[config.mk]
export PLATFORM = sky130hd
export DESIGN_NAME = mem_access_stage
export DESIGN_NICKNAME = d
export VERILOG_FILES = /design/src/rtl/mem_access_stage.sv
export SDC_FILE = /design/constraint.sdc
export NUM_CORES = 1
export LEC_CHECK = 0
export CAP_MARGIN = 20
export CORE_UTILIZATION = 50
export DETAILED_ROUTE_END_ITERATION = 6
export PLACE_DENSITY = 0.95
export SETUP_SLACK_MARGIN = 0.5
export SYNTH_ARGS = -nofsm -noshare
export SYNTH_HDL_FRONTEND = slang
export SYNTH_SLANG_ARGS = --single-unit
[constraint.sdc]
create_clock -name clk -period 4.5 [get_ports clk]
set_input_delay 0.9 -clock clk [delete_from_list [all_inputs] [get_ports clk]]
set_output_delay 0.9 -clock clk [all_outputs]
set_load 0.05 [all_outputs]
[src/rtl/mem_access_stage.sv]
// RV32I MEM stage: drives the data bus for loads/stores, aligns load data and
// stalls the upstream pipeline while a bus access is outstanding.
module mem_access_stage #(
    parameter int unsigned TIMEOUT = 255,
    parameter int unsigned TO_W    = 8
) (
    input  logic        clk,
    input  logic        rstn,
    input  logic [31:0] i_ALUResult_32,
    input  logic        i_Load_1,
    input  logic        i_Store_1,
    input  logic        i_LoadUnsigned_1,
    input  logic [1:0]  i_LoadStoreWidth_2,
    input  logic [31:0] i_StoreData_32,
    input  logic [4:0]  i_GRFWriteAddr_5,
    input  logic        i_GRFWen_1,
    output logic        o_Stall_1,
    output logic        o_MisalignFault_1,
    output logic        o_BusError_1,
    output logic [31:0] o_WBData_32,
    output logic [4:0]  o_GRFWriteAddr_5,
    output logic        o_GRFWen_1,
    output logic        dmem_req,
    output logic        dmem_we,
    output logic [31:0] dmem_addr,
    output logic [3:0]  dmem_wstrb,
    output logic [31:0] dmem_wdata,
    input  logic        dmem_gnt,
    input  logic        dmem_rvalid,
    input  logic [31:0] dmem_rdata
);

    typedef enum logic [1:0] {IDLE, REQ, WAIT_R, DONE} state_t;

    state_t          state, state_next;
    logic [TO_W-1:0] to_cnt;
    logic [TO_W:0]   to_next;
    logic            to_hit;
    logic            is_mem, misalign, start;
    logic            op_load, op_unsigned, op_wen, bus_err;
    logic [1:0]      op_width, op_addr_lo;
    logic [4:0]      op_rd;
    logic [31:0]     load_data, load_ext;
    logic [31:0]     byte_sh, half_sh;
    logic [3:0]      st_wstrb;
    logic [31:0]     st_wdata;

    assign is_mem   = i_Load_1 | i_Store_1;
    assign misalign = is_mem &
                      ((i_LoadStoreWidth_2 == 2'b11) ||
                       (i_LoadStoreWidth_2 == 2'b01 && i_ALUResult_32[0]) ||
                       (i_LoadStoreWidth_2 == 2'b10 && i_ALUResult_32[1:0] != 2'b00));
    assign start    = (state == IDLE) && is_mem && !misalign;

    // Counting this cycle reaches TIMEOUT: bail out at the end of the cycle.
    assign to_next = {1'b0, to_cnt} + {{TO_W{1'b0}}, 1'b1};
    assign to_hit  = (TIMEOUT != 0) && (to_next == (TO_W+1)'(TIMEOUT));

    always_comb begin
        st_wstrb = '0;
        st_wdata = '0;
        if (!i_Load_1) begin
            case (i_LoadStoreWidth_2)
                2'b00: begin
                    st_wstrb = 4'b0001 << i_ALUResult_32[1:0];
                    st_wdata = {4{i_StoreData_32[7:0]}};
                end
                2'b01: begin
                    st_wstrb = 4'b0011 << i_ALUResult_32[1:0];
                    st_wdata = {2{i_StoreData_32[15:0]}};
                end
                default: begin
                    st_wstrb = 4'hF;
                    st_wdata = i_StoreData_32;
                end
            endcase
        end
    end

    assign byte_sh = dmem_rdata >> {op_addr_lo, 3'b000};
    assign half_sh = dmem_rdata >> {op_addr_lo[1], 4'b0000};

    always_comb begin
        case (op_width)
            2'b00:   load_ext = op_unsigned ? {24'h0, byte_sh[7:0]}
                                            : {{24{byte_sh[7]}}, byte_sh[7:0]};
            2'b01:   load_ext = op_unsigned ? {16'h0, half_sh[15:0]}
                                            : {{16{half_sh[15]}}, half_sh[15:0]};
            default: load_ext = dmem_rdata;
        endcase
    end

    always_ff @(posedge clk or negedge rstn) begin
        if (!rstn) state <= IDLE;
        else       state <= state_next;
    end

    always_comb begin
        state_next = state;
        case (state)
            IDLE:    if (start) state_next = REQ;
            REQ:     if (dmem_gnt) state_next = op_load ? WAIT_R : DONE;
                     else if (to_hit) state_next = DONE;
            WAIT_R:  if (dmem_rvalid || to_hit) state_next = DONE;
            default: state_next = IDLE;
        endcase
    end

    always_ff @(posedge clk or negedge rstn) begin
        if (!rstn) begin
            dmem_req    <= 1'b0;
            dmem_we     <= 1'b0;
            dmem_addr   <= '0;
            dmem_wstrb  <= '0;
            dmem_wdata  <= '0;
            op_load     <= 1'b0;
            op_unsigned <= 1'b0;
            op_wen      <= 1'b0;
            op_width    <= '0;
            op_addr_lo  <= '0;
            op_rd       <= '0;
            bus_err     <= 1'b0;
            load_data   <= '0;
            to_cnt      <= '0;
        end else begin
            case (state)
                IDLE: if (start) begin
                    dmem_req    <= 1'b1;
                    dmem_we     <= ~i_Load_1;
                    dmem_addr   <= {i_ALUResult_32[31:2], 2'b00};
                    dmem_wstrb  <= st_wstrb;
                    dmem_wdata  <= st_wdata;
                    op_load     <= i_Load_1;
                    op_unsigned <= i_LoadUnsigned_1;
                    op_wen      <= i_GRFWen_1;
                    op_width    <= i_LoadStoreWidth_2;
                    op_addr_lo  <= i_ALUResult_32[1:0];
                    op_rd       <= i_GRFWriteAddr_5;
                    bus_err     <= 1'b0;
                    load_data   <= '0;
                    to_cnt      <= '0;
                end
                REQ: begin
                    to_cnt <= to_next[TO_W-1:0];
                    if (dmem_gnt) begin
                        dmem_req <= 1'b0;
                    end else if (to_hit) begin
                        dmem_req <= 1'b0;
                        bus_err  <= 1'b1;
                    end
                end
                WAIT_R: begin
                    to_cnt <= to_next[TO_W-1:0];
                    if (dmem_rvalid) load_data <= load_ext;
                    else if (to_hit) bus_err <= 1'b1;
                end
                default: ;
            endcase
        end
    end

    always_comb begin
        o_Stall_1         = 1'b0;
        o_MisalignFault_1 = 1'b0;
        o_BusError_1      = 1'b0;
        o_WBData_32       = i_ALUResult_32;
        o_GRFWriteAddr_5  = i_GRFWriteAddr_5;
        o_GRFWen_1        = i_GRFWen_1;
        case (state)
            IDLE: begin
                if (misalign) begin
                    o_MisalignFault_1 = 1'b1;
                    o_GRFWen_1        = 1'b0;
                end else if (start) begin
                    o_Stall_1  = 1'b1;
                    o_GRFWen_1 = 1'b0;
                end
            end
            REQ, WAIT_R: begin
                o_Stall_1        = 1'b1;
                o_WBData_32      = '0;
                o_GRFWriteAddr_5 = op_rd;
                o_GRFWen_1       = 1'b0;
            end
            default: begin
                o_BusError_1     = bus_err;
                o_WBData_32      = op_load ? load_data : '0;
                o_GRFWriteAddr_5 = op_rd;
                o_GRFWen_1       = op_load & op_wen & ~bus_err;
            end
        endcase
    end

endmodule

==> flow_summary.yaml <==
synth:
  synth_top_area_cell: "sky130_fd_sc_hd__dfrtp_1"
  yosysSeqAreaShare: 0.476
  yosys_warnings: 0
  share_of_flip_flops_with_an_asynchronous_set_or_reset_after_synthesis: 1.00
  number_of_enable_flip_flop_cells_after_synthesis: 0
  most_common_flop_cell_mapped_by_yosys: "sky130_fd_sc_hd__dfrtp_1"
  area_share_of_the_largest_cell_type_after_synthesis: 0.476
  postSynthRegisterBits: 123
  synth.top_cells.by_area: "sky130_fd_sc_hd__dfrtp_1, sky130_fd_sc_hd__mux2_2, sky130_fd_sc_hd__a22o_1"
  synth_cell_types: 52
  netlist_area_um2: 6460
  synthCells: 599
  synthesis.area_per_instance_um2: 10.8
drt:
  route.detailed.vias_per_inst: 5.98
  drtPass1Iterations: 6
  drt_iter0_markers: 559
  drt-wirelength-per-cell_um: 20.5
  detailroute.via_count: 5905
  drt-total-wl_um: 20200
  antenna_left: 0
  detail_route.drc_violations: 0
timing:
  rsz0062_at_grt: "no"
  finalHoldViolations: 0
  final_max_slew_viol_count: 0
  min_period_ps: 3810
  max_freq_ghz: 0.262
  fin_worst_hold_slack_ps: 298
  final.setup_skew_ps: 7.44
  tightest_slew_ps: 898
  setup_tns_ps: 0
  final.period_utilization: 0.847
  final-setup-viol-count: 0
  final_critical_path_setup_slack_ps: 688
  slew-limit-headroom: 0.400
finish:
  final_nets: 919
  syn2layout_area_growth_pct: 45.1
  fin_area_um2: 9380
  multiInputGateArea_um2: 3160
  final_common_cell: "sky130_fd_sc_hd__clkdlybuf4s50_1"
  finalNonFillerCells: 987
  drive_above_1_share: 0.143
  commonest_cells_after_routing_fill_and_taps_aside: "sky130_fd_sc_hd__clkdlybuf4s50_1, sky130_fd_sc_hd__dfrtp_1, sky130_fd_sc_hd__nand2_1"
  ff_latch_area_um2: 3080
  fill_cells: 833
worst_hold_path:
  timing.hold.worst.class: "input port to asynchronous set/reset pin"
clocking:
  post-cts-setup-buffer-count: 0
  tritoncts_num_sinks: 123
  cts-resized-gates: 26
  cts_inserted_buffers: 17
  ctsHoldBuffers: 0
  clockRootBuffer: "sky130_fd_sc_hd__clkbuf_16"
  clock_tree.htree_level_count: 4
  clock_buffer_depth: 2
  clkLatencyLatePin_ps: 420
  cts_clk_pin_slew_worst_paths_ps: 60
  cts_tree: "yes"
power:
  power.density_cell_area_nw_per_um2: 828
  vdd_ir_drop_max_v: 0.000559
  power.static_leakage_nw: 4.18
global_routing:
  first_global_vias: 5912
  grt_pass1_wl_um: 31500
  grt_util_all_layers: 0.312
  total_gr_overflow: 0
  antenna_found_initial: 0
  pin_count_of_the_biggest_net_entering_global_routing: 82
die:
  core_area_um2: 12600
  fp.dieW_um: 116
  num_io_pins: 222
  die_area_um2: 13400
  fp.dieH_um: 116
  rows: 41
  floorplan.initialDensity: 0.512
outcome:
  run_status: "complete, no violations"
worst_setup_path:
  cp_max_fo: 33
  nature_of_the_critical_path_endpoint: "output port"
  crit_path_required_time_ps: 3600
  path_class: "flop to output port"
  worstPathArrival_ps: 2910
  crit_path_start_kind: "flop"
place:
  place_inst: 953
  numPortBuffers: 219
  hpwl_um: 14200
  finalWeightedCongestion: 0.925
  preCtsSetupSlack_ps: 764
  placement.cell_area_um2: 8780
run:
  maxCapViolCount: 0
-- sequential cells by signal, summed over array words and instances (netlist names) --
signal / count
op_addr_lo: 2
dmem_wstrb: 4
dmem_wdata: 32
op_wen: 1
bus_err: 1
op_rd: 5
op_unsigned: 1
load_data: 32
op_load: 1
op_width: 2
dmem_addr: 30
dmem_we: 1
dmem_req: 1
state: 2
to_cnt: 8
-- final timing paths --
kind                       slack (ps)            from  cells after the start               to
max in group asynchronous        3280            rstn                      3    dmem_wdata[0]
min in group clk                  480  dmem_wdata[15]                      2   dmem_wdata[15]
min reg2reg                       480  dmem_wdata[15]                      2   dmem_wdata[15]
max reg2reg                      1800        state[0]                      6     dmem_addr[9]
max                               690        state[0]                      7  o_WBData_32[24]
min                               300            rstn                      1    dmem_addr[20]
-- metrics by stage --
step / power (mW) / util
floorplan: 4.92 / -
global placement: 6.25 / 0.696
detailed placement: 6.41 / 0.696
CTS: 7.76 / 0.739
global route: 8.10 / 0.743
finish: 7.77 / 0.743
-- per-layer routing --
metal  vias to the layer above  track usage  share of wire
li1                       2589            -              -
met1                      2930        0.405           0.40
met2                       323        0.500           0.50
met3                        63       0.0748          0.061
met4                         0        0.135          0.036
met5                         -            0              0
-- kinds of logic after synthesis --
family	share of synthesized area
AO/OA/AOI/OAI	0.188
AND/OR/NAND/NOR	0.103
flip-flops	0.476
multiplexers	0.171
buffers and inverters	0.0399
adder cells (fa/ha/maj)	0.0135
XOR/XNOR	0.00813
other	0.000580
-- worst max-delay path, cell delays in order, from the launching register on --
cell                            delay [ps]
sky130_fd_sc_hd__dfrtp_1               450
sky130_fd_sc_hd__inv_1                 120
sky130_fd_sc_hd__ha_2                  380
sky130_fd_sc_hd__inv_1                 200
sky130_fd_sc_hd__nor2_2                160
sky130_fd_sc_hd__buf_4                 390
sky130_fd_sc_hd__a22o_1                240
sky130_fd_sc_hd__dlygate4sd2_1         530
-- cell type report --
type,instances,share of cell area
clock inverters,8,0.00961
multi-input cells,419,0.336
diodes,1,0.000267
clock buffers,24,0.0524
flip-flops and latches,123,0.328
inverters,10,0.00400
well taps,172,0.0229
repair buffers,230,0.246
-- report_power, final --
group,switching [mW],internal (mW)
registers,0.412,1.62
clock network,0.489,0.868
logic,2.81,1.58
-- synthesized netlist by cell type, drive strengths merged (2+ instances only) --
library cell    n
nor2           18
xor2            3
nor2b           2
o221ai          2
clkbuf         32
o211ai          2
a221oi          3
dfrtp         123
o21ai          47
mux4            8
o21a            3
nand2          73
or2             2
xnor2           3
nor3            5
mux2           54
inv            10
ha              7
nand3           7
a21oi          17
a22o           48
mux2i          32
nand2b         25
buf            16
a21boi          8
and2            4
o31ai          28
Note: power is estimated with default switching activity, not from simulation.
